File: config.mk
export PLATFORM = sky130hd
export DESIGN_NAME = gilbert_elliott_channel
export DESIGN_NICKNAME = d
export VERILOG_FILES = /design/src/rtl/gilbert_elliott_channel_pkg.sv /design/src/rtl/gilbert_elliott_channel_lfsr_prng.sv /design/src/rtl/gilbert_elliott_channel.sv
export SDC_FILE = /design/constraint.sdc
export NUM_CORES = 1
export LEC_CHECK = 0
export BUFFER_PORTS_ARGS = -buffer_cell sky130_fd_sc_hd__clkbuf_2
export CAP_MARGIN = 10
export CORE_MARGIN = 2
export CORE_UTILIZATION = 45
export DETAILED_ROUTE_END_ITERATION = 16
export GPL_TIMING_DRIVEN = 0
export HOLD_SLACK_MARGIN = 0.08
export PLACE_DENSITY = 0.68
export SLEW_MARGIN = 20
export SYNTH_ARGS = -nofsm -noshare
export SYNTH_HDL_FRONTEND = slang
export SYNTH_HIERARCHICAL = 1
export SYNTH_SLANG_ARGS = --single-unit
File: constraint.sdc
create_clock -name clk -period 8.3 [get_ports clk]
set_input_delay 0.415 -clock clk [delete_from_list [all_inputs] [get_ports clk]]
set_output_delay 0.415 -clock clk [all_outputs]
set_load 0.03 [all_outputs]
File: src/rtl/gilbert_elliott_channel_pkg.sv
`default_nettype none
// ============================================================================
//  Module      : gilbert_pkg
//  Description : Shared types, seeds and LFSR tap table for the channel model
//  Revision    : 1.0 - initial release
// ============================================================================
package gilbert_pkg;

  typedef enum logic {
    GOOD = 1'b0,
    BAD  = 1'b1
  } chan_state_t;

  localparam logic [15:0] C_SEED_S = 16'hACE1;
  localparam logic [15:0] C_SEED_E = 16'h1D2B;

  // Fibonacci feedback masks, bit i set when x^(i+1) is a tap.
  function automatic logic [31:0] lfsr_taps(input int width);
    logic [31:0] taps;
    case (width)
      24:      taps = 32'h00E1_0000;
      32:      taps = 32'h8020_0003;
      default: taps = 32'h0000_B400;
    endcase
    return taps;
  endfunction

endpackage
`default_nettype wire

File: src/rtl/gilbert_elliott_channel_lfsr_prng.sv
`default_nettype none
// ============================================================================
//  Module      : lfsr_prng
//  Description : Maximal-length Fibonacci LFSR, steps only when adv is high
//  Revision    : 1.0 - initial release
// ============================================================================
module lfsr_prng
  import gilbert_pkg::*;
#(
  parameter int              WIDTH = 16,
  parameter logic [WIDTH-1:0] SEED  = WIDTH'(16'hACE1)
) (
  input  logic             clk,
  input  logic             reset,
  input  logic             adv,
  output logic [WIDTH-1:0] value
);

  localparam logic [WIDTH-1:0] C_TAPS = WIDTH'(lfsr_taps(WIDTH));

  logic [WIDTH-1:0] value_q;
  logic [WIDTH-1:0] value_d;

  always_comb begin
    value_d = value_q;
    if (adv) begin
      value_d = {value_q[WIDTH-2:0], ^(value_q & C_TAPS)};
    end
  end

  always_ff @(posedge clk or posedge reset) begin
    if (reset) begin
      value_q <= SEED;
    end else begin
      value_q <= value_d;
    end
  end

  assign value = value_q;

endmodule
`default_nettype wire

File: src/rtl/gilbert_elliott_channel.sv
`default_nettype none
// ============================================================================
//  Module      : gilbert_elliott_channel
//  Description : Two-state burst-error channel on a valid/ready symbol stream
//  Revision    : 1.0 - initial release
// ============================================================================
module gilbert_elliott_channel
  import gilbert_pkg::*;
#(
  parameter int                DATA_W = 8,
  parameter int                LFSR_W = 16,
  parameter logic [LFSR_W-1:0] SEED_S = LFSR_W'(C_SEED_S),
  parameter logic [LFSR_W-1:0] SEED_E = LFSR_W'(C_SEED_E),
  parameter int                CNT_W  = 32
) (
  input  logic              clk,
  input  logic              reset,
  input  logic              cfg_enable,
  input  logic [LFSR_W-1:0] cfg_p_gb,
  input  logic [LFSR_W-1:0] cfg_p_bg,
  input  logic [LFSR_W-1:0] cfg_ber_good,
  input  logic [LFSR_W-1:0] cfg_ber_bad,
  input  logic              clear_stats,
  input  logic              in_valid,
  input  logic [DATA_W-1:0] in_data,
  output logic              in_ready,
  output logic              out_valid,
  output logic [DATA_W-1:0] out_data,
  output logic              out_err,
  input  logic              out_ready,
  output logic              channel_state,
  output logic [CNT_W-1:0]  sym_count,
  output logic [CNT_W-1:0]  err_count,
  output logic [CNT_W-1:0]  bad_count
);

  localparam int              IDX_W     = $clog2(DATA_W);
  localparam logic [CNT_W-1:0] C_CNT_ONE = {{(CNT_W-1){1'b0}}, 1'b1};

  chan_state_t       state_q, state_d;
  logic              out_valid_q, out_valid_d;
  logic [DATA_W-1:0] out_data_q, out_data_d;
  logic              out_err_q, out_err_d;
  logic [CNT_W-1:0]  sym_count_q, sym_count_d;
  logic [CNT_W-1:0]  err_count_q, err_count_d;
  logic [CNT_W-1:0]  bad_count_q, bad_count_d;

  logic              accept;
  logic              adv;
  logic              err;
  logic [LFSR_W-1:0] rs;
  logic [LFSR_W-1:0] re;
  logic [LFSR_W-1:0] ber_cur;
  logic [DATA_W-1:0] flip_mask;

  assign in_ready = !out_valid_q || out_ready;
  assign accept   = in_valid && in_ready;
  assign adv      = accept && cfg_enable;

  lfsr_prng #(.WIDTH(LFSR_W), .SEED(SEED_S)) u_state_prng (
    .clk   (clk),
    .reset (reset),
    .adv   (adv),
    .value (rs)
  );

  lfsr_prng #(.WIDTH(LFSR_W), .SEED(SEED_E)) u_error_prng (
    .clk   (clk),
    .reset (reset),
    .adv   (adv),
    .value (re)
  );

  // Error decision uses the pre-transition state and pre-advance PRNG values.
  always_comb begin
    ber_cur   = (state_q == GOOD) ? cfg_ber_good : cfg_ber_bad;
    err       = cfg_enable && (re <= ber_cur);
    flip_mask = '0;
    flip_mask[rs[IDX_W-1:0]] = err;
  end

  always_comb begin
    state_d     = state_q;
    out_valid_d = out_valid_q;
    out_data_d  = out_data_q;
    out_err_d   = out_err_q;
    if (adv) begin
      if (state_q == GOOD) begin
        state_d = (rs <= cfg_p_gb) ? BAD : GOOD;
      end else begin
        state_d = (rs <= cfg_p_bg) ? GOOD : BAD;
      end
    end
    if (accept) begin
      out_valid_d = 1'b1;
      out_data_d  = in_data ^ flip_mask;
      out_err_d   = err;
    end else if (out_ready) begin
      out_valid_d = 1'b0;
    end
  end

  // Saturating statistics; clear takes priority over any increment.
  always_comb begin
    sym_count_d = sym_count_q;
    err_count_d = err_count_q;
    bad_count_d = bad_count_q;
    if (clear_stats) begin
      sym_count_d = '0;
      err_count_d = '0;
      bad_count_d = '0;
    end else if (accept) begin
      if (sym_count_q != '1) begin
        sym_count_d = sym_count_q + C_CNT_ONE;
      end
      if (err && (err_count_q != '1)) begin
        err_count_d = err_count_q + C_CNT_ONE;
      end
      if (cfg_enable && (state_q == BAD) && (bad_count_q != '1)) begin
        bad_count_d = bad_count_q + C_CNT_ONE;
      end
    end
  end

  always_ff @(posedge clk or posedge reset) begin
    if (reset) begin
      state_q     <= GOOD;
      out_valid_q <= 1'b0;
      out_data_q  <= '0;
      out_err_q   <= 1'b0;
      sym_count_q <= '0;
      err_count_q <= '0;
      bad_count_q <= '0;
    end else begin
      state_q     <= state_d;
      out_valid_q <= out_valid_d;
      out_data_q  <= out_data_d;
      out_err_q   <= out_err_d;
      sym_count_q <= sym_count_d;
      err_count_q <= err_count_d;
      bad_count_q <= bad_count_d;
    end
  end

  assign out_valid     = out_valid_q;
  assign out_data      = out_data_q;
  assign out_err       = out_err_q;
  assign channel_state = (state_q == GOOD);
  assign sym_count     = sym_count_q;
  assign err_count     = err_count_q;
  assign bad_count     = bad_count_q;

endmodule
`default_nettype wire
==> After elaboration in Yosys (flattened, before gate mapping) <==
Index checks and enable logic that the tools add are counted.
{ "word_totals": {"elab_cells": 59, "register_bits": 139, "input_bits": 78, "output_inout_bits": 108} }
{ "op_classes": {"n_mux": 17, "n_addsub": 3, "bitwise_logic": 3, "n_eq_ne": 3, "n_lt_le_gt_ge": 5, "n_reduce_logical": 19} }
{ "op_table": {"columns": ["op", "count"], "rows": [
  ["two-way mux 32 bit", 9],
  ["adder 32 x 1 -> 32 bit, second input constant", 3],
  ["!= test 32 bit, second input constant", 3],
  ["less-or-equal comparator 16 bit", 3],
  ["XOR reduction 16 bit", 2],
  ["two-way mux 16 bit", 1],
  ["nonzero test 2 bit", 5],
  ["bitwise AND 8 bit", 1],
  ["XOR 8 bit", 1],
  ["logical AND 1 bit", 7],
  ["two-way mux 1 bit", 6],
  ["AND reduction 2 bit", 3],
  ["less-than comparator 3 x 4 -> 1 bit, second input constant", 1],
  ["demux 1 bit (select 3 bit)", 1],
  [">= comparator 3 x 1 -> 1 bit, second input constant", 1],
  ["logical NOT 1 bit", 1],
  ["logical OR 1 bit", 1],
  ["inverter 1 bit", 1]
]} }

==> Longest topological paths before layout <==
Gate-level depths: netlist (run 1).
{ "depth": {"word_depth": 7, "mapped_depth": 13, "mapped_depth_nobuf": 9} }

==> Cells and area by module <==
The synthesis (run 1) kept the hierarchy.
{ "by_module_without_submodules": {"columns": ["module", "instances", "area_per_inst_um2", "cells_per_inst", "seq_area_each_um2"], "rows": [
  ["gilbert_elliott_channel", 1, 7048.0, 789, 2677.6],
  ["lfsr_prng", 2, 679.4, 39, 410.4]
]} }

==> Worst setup path before layout (run 1) <==
No wires, ideal clock.
{ "synth_path": {"path_type": "register to register", "startpoint": "register state_q", "endpoint": "register err_count_q[12], in the netlist err_count[12]", "n_path_buf": 3, "arrival_ps": 3334, "path_stages_with_launch": 13, "setup_time_ps": 125, "required_time_ps": 8175, "path_slack_ps": 4841, "synth_period_minus_slack_ps": 3459, "cell_sequence": "dfrtp_1 > clkbuf_1 > clkbuf_1 > mux2i_1 > ha_1 > nand4_2 > nor3_1 > or3_1 > nor4_1 > o21ai_2 > buf_4 > nor4_1 > mux2_2"} }
{ "synth_via": {"elab_chain_cells": 6} }
{ "synth_rtl": {"columns": ["item", "line", "rtl"], "rows": [
  ["start, declared", "gilbert_elliott_channel.sv:40", "chan_state_t state_q, state_d;"],
  ["start signal, assigned", "gilbert_elliott_channel.sv:135", "state_q <= state_d;"],
  ["two-way mux 16 bit", "gilbert_elliott_channel.sv:76", "ber_cur = (state_q == GOOD) ? cfg_ber_good : cfg_ber_bad;"],
  ["less-or-equal comparator 16 bit", "gilbert_elliott_channel.sv:77", "err = cfg_enable && (re <= ber_cur);"],
  ["logical AND 1 bit", "gilbert_elliott_channel.sv:77", null],
  ["logical AND 1 bit", "gilbert_elliott_channel.sv:116", "if (err && (err_count_q != '1)) begin"],
  ["nonzero test 2 bit (no line)", null, null],
  ["AND reduction 2 bit (no line)", null, null],
  ["end signal, assigned", "gilbert_elliott_channel.sv:140", "err_count_q <= err_count_d;"],
  ["end, declared", "gilbert_elliott_channel.sv:45", "logic [CNT_W-1:0] err_count_q, err_count_d;"]
]} }
Every way passes these cells.
A chain may end at the register's enable or synchronous reset.

==> Worst setup path after layout (run 1) <==
Same ends and word-level chain as after synthesis.

==> reports/metrics.csv, run 1 <==
stage,metric,value,unit
grt,grt_max_degree,74,
cells_and_area,post-route-util,0.566,
logic_synthesis,synth_seq_cells,139,
route,wirelength,21100,um
critical_path,rr_startpoint,state_q,
logic_synthesis,async_flop_share,1.00,
sta,fin_worst_skew,7.07,ps
grt,antenna_found_initial,1,
route,drc_errors,0,
pwr,p_leak,4.74,nW
grt,grt_pass1_wl,34500,um
placed_design,dp_hpwl,15800,um
route,detail-route-antenna-nets,0,
sta,max_slew_margin,0.309,
critical_path,crit_chain,"clkbuf_1, clkbuf_1, mux2i_1, ha_1, nand4_2, nor3_1, or3_1, nor4_1, o21ai_2, buf_4, nor4_1, mux2_2",
route,drt-pass1-iter-count,5,
logic_synthesis,yosysTopAreaCellShare,0.366,
die,die_h,141,um
grt,grt_usage,0.215,
logic_synthesis,synthDistinctLibCells,59,
cells_and_area,drive_gt1_frac,0.280,
sta,fin_tns_setup,0,ps
grt,grt-ovfl-total,0,
outcome,outcome,"complete, no violations",
sta,final_max_slew_viol_count,0,
sta,finalSetupViolations,0,
critical_path,slowest_delay,520,ps
clocking,cts_root_buffer,clkbuf_16,
die,design.die.area,19800,um2
die,rows,49,
sta,rsz0062_at_grt,no,
placed_design,port_buffers,184,
clocking,post_cts_buffers,0,
logic_synthesis,synth_edf_count,0,
cells_and_area,fillers,1656,
placed_design,place_area,9650,um2
critical_path,crit_family,simple AND/OR/NAND/NOR gates,
logic_synthesis,netlist_instances,867,
route,vias_per_cell,5.52,
clocking,cts_buffers,17,
cells_and_area,final_cell_mix,"clkbuf_2 (186), dfrtp_1 (123), nor2_1 (90), nand2_1 (52), ha_1 (51)",
critical_path,critical_path_class,reg2reg,
sta,worstMarginPinSlew,1030,ps
cells_and_area,syn_to_final_growth,22.1,%
min_path,hold_path.startpoint,in_data[1],
cells_and_area,diodes,0,
clocking,clkLatencyLatePin,420,ps
flow_run,cap_violations,0,
critical_path,cp.required,8600,ps
clocking,cts_buffer_depth,2,
cells_and_area,mostFrequentLayoutCell,clkbuf_2,
cells_and_area,ff_latch_area,3500,um2
logic_synthesis,syn_avg_cell_area,9.70,um2
sta,max_freq,244,MHz
die,fp.coreArea,18100,um2
sta,period_share,0.493,
logic_synthesis,syn-num-nets,996,
clocking,clkTransAtPathRegs,60,ps
critical_path,crit_start,state_q,
min_path,hold_path.class,in2reg,
logic_synthesis,yosysTopAreaCell,dfrtp_1,
critical_path,cp_max_fo,10,
clocking,cts_tree,done,
die,dieWidth,141,um
clocking,cts_sinks,139,
logic_synthesis,seq_area_frac_synth,0.416,
cells_and_area,multi_input_area,4530,um2
pwr,irDropWorstVdd,0.133,mV
critical_path,end_kind,register,
pwr,power.density,204,nW/um2
logic_synthesis,syn_area,8410,um2
die,start_util,0.463,
critical_path,cp.arrival,4390,ps
critical_path,crit_buf_inv,3,
sta,hold_viol,0,
logic_synthesis,ys.flop_type,dfrtp_1,
cells_and_area,fin_area,10300,um2
route,drt-initial-drc-count,373,
logic_synthesis,synth_area_leaders,"dfrtp_1 (37%), ha_1 (7.6%), dfstp_2 (5.0%), nor2_1 (4.0%), xnor2_1 (4.0%)",
clocking,htreeDepth,4,
cells_and_area,final_nets,1201,
placed_design,gp_congestion,0.871,
route,num_vias,7254,
route,wl_per_cell,16.1,um
sta,period_minus_slack,4090,ps
die,ios,186,
logic_synthesis,yosys_warnings,6,
critical_path,critPathSlowestCell,clkbuf_1,
critical_path,start_kind,register,
grt,grt_pass1_vias,6936,
==> stage by stage <==
step | total power [mW] | hold slack (ps) | cells | worst slack [ps]
floorplan | 1.18 | 323 | 867 | 4840
global placement | 1.30 | 470 | 1280 | 3510
detailed placement | 1.32 | 470 | 1281 | 4160
CTS | 2.11 | 217 | 1314 | 4160
global route | 2.20 | 244 | 1314 | 3900
finish | 2.09 | 230 | 1314 | 4210
==> worst register-to-register path, cell delays in order (launching register included) <==
cell	delay, ps
dfrtp_1	330
clkbuf_1	480
clkbuf_1	530
mux2i_1	300
ha_1	280
nand4_2	110
nor3_1	70
or3_1	330
nor4_1	450
o21ai_2	170
buf_4	210
nor4_1	340
mux2_2	370
==> registers in the layout (all words and copies together) (netlist names) <==
name	cells
bad_count	32
err_count	32
out_data	8
out_err	1
out_valid	1
state_q	1
sym_count	32
u_error_prng/value	16
u_state_prng/value	16
==> cell type report <==
| cell class | instances | area share |
|---|---|---|
| Clock inverter | 13 | 0.0163 |
| Timing Repair Buffer | 186 | 0.0933 |
| Multi-Input combinational cell | 650 | 0.441 |
| Tap cell | 229 | 0.0279 |
| Buffer | 32 | 0.0200 |
| Clock buffer | 19 | 0.0431 |
| Sequential cell | 139 | 0.341 |
| Inverter | 46 | 0.0173 |
==> cells by family after synthesis <==
| group | synth area share |
|---|---|
| adders and majority gates | 0.0759 |
| xor gates and xnor gates | 0.0636 |
| AOI/OAI and AO/OA | 0.0936 |
| muxes | 0.0799 |
| buffers and inverters | 0.0449 |
| and+or+nand+nor | 0.226 |
| DFF | 0.416 |
==> repair_timing <==
| action | CTS | global route |
|---|---|---|
| endpoints found under the hold margin | 34 | 0 |
| gates resized for setup | 0 | 0 |
| hold buffers | 1 | 0 |
==> path summary, 6_finish.rpt <==
| check | slack [ps] | to | depth (start not counted) |
|---|---|---|---|
| setup / recovery | 4210 | err_count[12] | 12 |
| hold / removal | 230 | out_data[1] | 2 |
| setup reg to reg | 4210 | err_count[12] | 12 |
| hold reg to reg | 490 | out_data[1] | 2 |
| max in group asynchronous | 7050 | sym_count[18] | 4 |
| min in group asynchronous | 590 | bad_count[26] | 3 |
==> layer usage <==
metal | wire (um) | vias to the layer above | track usage
met5 | 13 | - | 0
met4 | 203 | 2 | 0.0568
met3 | 1230 | 18 | 0.0380
met2 | 9720 | 214 | 0.346
met1 | 9930 | 3468 | 0.301
li1 | - | 3552 | -
==> Yosys cell counts, types with 3 or more instances <==
cell type	count
nor2b_1	14
a21oi_1	45
and2_1	5
or4_1	9
a21o_1	4
nand2b_1	6
nand4_1	40
nor2_1	90
buf_2	4
ha_1	51
or3_1	23
and3_1	10
a211oi_1	4
mux2i_1	15
mux2_2	25
nor3_1	26
nand3b_1	3
o311ai_0	14
dfstp_2	16
nand2_1	52
inv_1	46
buf_6	5
nor3b_1	4
dfrtp_1	123
xnor2_1	38
o21ai_0	29
nand3_1	38
clkbuf_1	17
o31ai_1	10
mux2_4	16
xor2_1	23
o21a_1	7
and4_1	8
nor4_1	12
==> power by group <==
| part | internal [mW] | switching, mW | total (mW) |
|---|---|---|---|
| logic | 0.223 | 0.233 | 0.456 |
| registers | 0.768 | 0.0800 | 0.848 |
| clock network | 0.483 | 0.302 | 0.786 |
| total | 1.47 | 0.615 | 2.09 |
(Power assumes the default switching activity.)
==> inputs of run 2 (changes only) <==
clock period = 4.2 ns   (was 8.3 ns; I/O delays follow)
==> run 2 against run 1 <==
Against the previous run:
- clock-buffer cell count did not move
- register-to-register slack got worse by 3800 ps
- final area grew 0.85%
- critical endpoint unchanged
- fmax increased by 7.9%
- global-route usage barely moved
- via count shrank 0.21%
- first-iteration DRC count fell by 3.5%
- critical path depth unchanged
- largest cell class unchanged
- largest power group unchanged
- sequential power rose by 98%
- final cell count rose by 0.61%
==> reports/metrics.csv, run 2 (synthesis results as in run 1) <==
stage,metric,value,unit
outcome,outcome,"complete, no violations",
placed_design,gp_congestion,0.871,
cells_and_area,diodes,0,
die,fp.coreArea,18100,um2
grt,grt-ovfl-total,0,
cells_and_area,final_nets,1209,
cells_and_area,instances_no_fill,1322,
route,drt-initial-drc-count,360,
clocking,clkTransAtPathRegs,60,ps
pwr,p_leak,4.78,nW
grt,grt_max_degree,74,
flow_run,cap_violations,0,
cells_and_area,final_cell_mix,"clkbuf_2 (187), dfrtp_1 (123), nor2_1 (90), nand2_1 (52), ha_1 (51)",
min_path,hold_path.class,in2reg,
sta,period_share,0.903,
sta,finalSetupViolations,0,
cells_and_area,post-route-util,0.571,
sta,hold_ws,88.9,ps
die,dieWidth,141,um
die,start_util,0.463,
sta,fin_worst_skew,6.73,ps
sta,max_slew_margin,0.322,
route,detail-route-antenna-nets,0,
placed_design,dp_hpwl,15800,um
route,drt-pass1-iter-count,5,
grt,grt_pass1_vias,6971,
sta,worstMarginPinSlew,1010,ps
critical_path,cp.required,4500,ps
die,design.die.area,19800,um2
min_path,hold_depth,2,
pwr,irDropWorstVdd,0.263,mV
cells_and_area,fillers,1656,
critical_path,r2r.worst_path.cells,12,
die,ios,186,
critical_path,slowest_delay,480,ps
sta,max_freq,264,MHz
critical_path,crit_chain,"clkbuf_1, clkbuf_2, mux2i_1, ha_1, nand4_2, nor3_1, or3_1, nor4_2, o21ai_2, buf_4, nor4_1, mux2_2",
route,drc_errors,0,
clocking,htreeDepth,4,
die,rows,49,
sta,rsz0062_at_grt,no,
critical_path,cp.arrival,4090,ps
critical_path,critical_path_class,reg2reg,
clocking,cts_tree,done,
sta,hold_viol,0,
grt,grt_usage,0.215,
cells_and_area,syn_to_final_growth,23.2,%
clocking,clkLatencyLatePin,420,ps
cells_and_area,drive_gt1_frac,0.280,
sta,final_max_slew_viol_count,0,
pwr,power.density,400,nW/um2
clocking,cts_root_buffer,clkbuf_16,
placed_design,post-place-cells,1281,
grt,antenna_found_initial,0,
route,wirelength,21200,um
clocking,cts_buffers,17,
placed_design,port_buffers,184,
critical_path,critPathSlowestCell,clkbuf_1,
cells_and_area,mostFrequentLayoutCell,clkbuf_2,
clocking,cts_sinks,139,
die,die_h,141,um
grt,grt_pass1_wl,34600,um
critical_path,end_kind,register,
route,wl_per_cell,16.0,um
sta,fin_tns_setup,0,ps
route,vias_per_cell,5.48,
clocking,cts_buffer_depth,2,
critical_path,cp_max_fo,10,
sta,period_minus_slack,3790,ps
critical_path,start_kind,register,
route,num_vias,7239,
run 2: cell count changes in the layout (fill, tap and decap cells not counted):
| cell | before | now |
|---|---|---|
| dlygate4sd3_1 | 1 | 9 |
| nor4_1 | 12 | 11 |
| clkbuf_1 | 18 | 17 |
| nor4_2 | 2 | 3 |
| clkbuf_2 | 186 | 187 |
run 2: layout make-up:
type | count | area (um2) | area share
Buffer | 32 | 206 | 0.0199
Clock buffer | 19 | 443 | 0.0428
Timing Repair Buffer | 194 | 1040 | 0.100
Sequential cell | 139 | 3500 | 0.338
Multi-Input combinational cell | 650 | 4540 | 0.438
Inverter | 46 | 178 | 0.0172
Tap cell | 229 | 287 | 0.0277
Clock inverter | 13 | 168 | 0.0162
run 2: critical path, delay by kind of cell, from the launching register on:
family	cells	cell delay, ps
AO/OA/AOI/OAI	1	160
adder cells (fa/ha/maj)	1	280
buffers and inverters	3	1080
flip-flops	1	340
multiplexers	2	640
AND/OR/NAND/NOR	5	1180
run 2: final timing paths:
check / startpoint / slack (ps) / endpoint
min in group asynchronous: reset / 380 / bad_count[26]
max in group asynchronous: reset / 3150 / err_count[5]
setup / recovery: state_q / 410 / err_count[12]
setup reg to reg: state_q / 410 / err_count[12]
hold / removal: in_data[3] / 90 / out_data[3]
hold reg to reg: out_data[4] / 490 / out_data[4]
run 2: what timing repair did:
action | 4_1_cts | 5_1_grt
resized for setup | 0 | 3
setup buffers | 0 | 0
hold buffers | 9 | 0
setup endpoints to repair | 0 | 36
endpoints found under the hold margin | 58 | 0
run 2: stage by stage:
stage               worst slack (ps)  instance area (um2)  power (mW)
finish                           408                10400        4.14
global route                     195                10400        4.36
CTS                             58.8                10300        4.17
detailed placement              55.4                 9650        2.60
global placement                -385                 9610        2.58
floorplan                        741                 8410        2.34
run 2: per-layer routing:
metal	GRT usage	wire length, um	share of wire	vias up
li1	-	-	-	3558
met1	0.303	10100	0.48	3459
met2	0.346	9730	0.46	205
met3	0.0367	1180	0.056	17
met4	0.0568	204	0.0096	0
met5	0	0	0	-
run 2: power breakdown:
group | leakage, nW | switching (mW) | internal, mW | total [mW]
Combinational | 2.64 | 0.461 | 0.446 | 0.907
Sequential | 1.85 | 0.159 | 1.52 | 1.68
Clock | 0.294 | 0.597 | 0.955 | 1.55
Total | 4.78 | 1.22 | 2.92 | 4.14
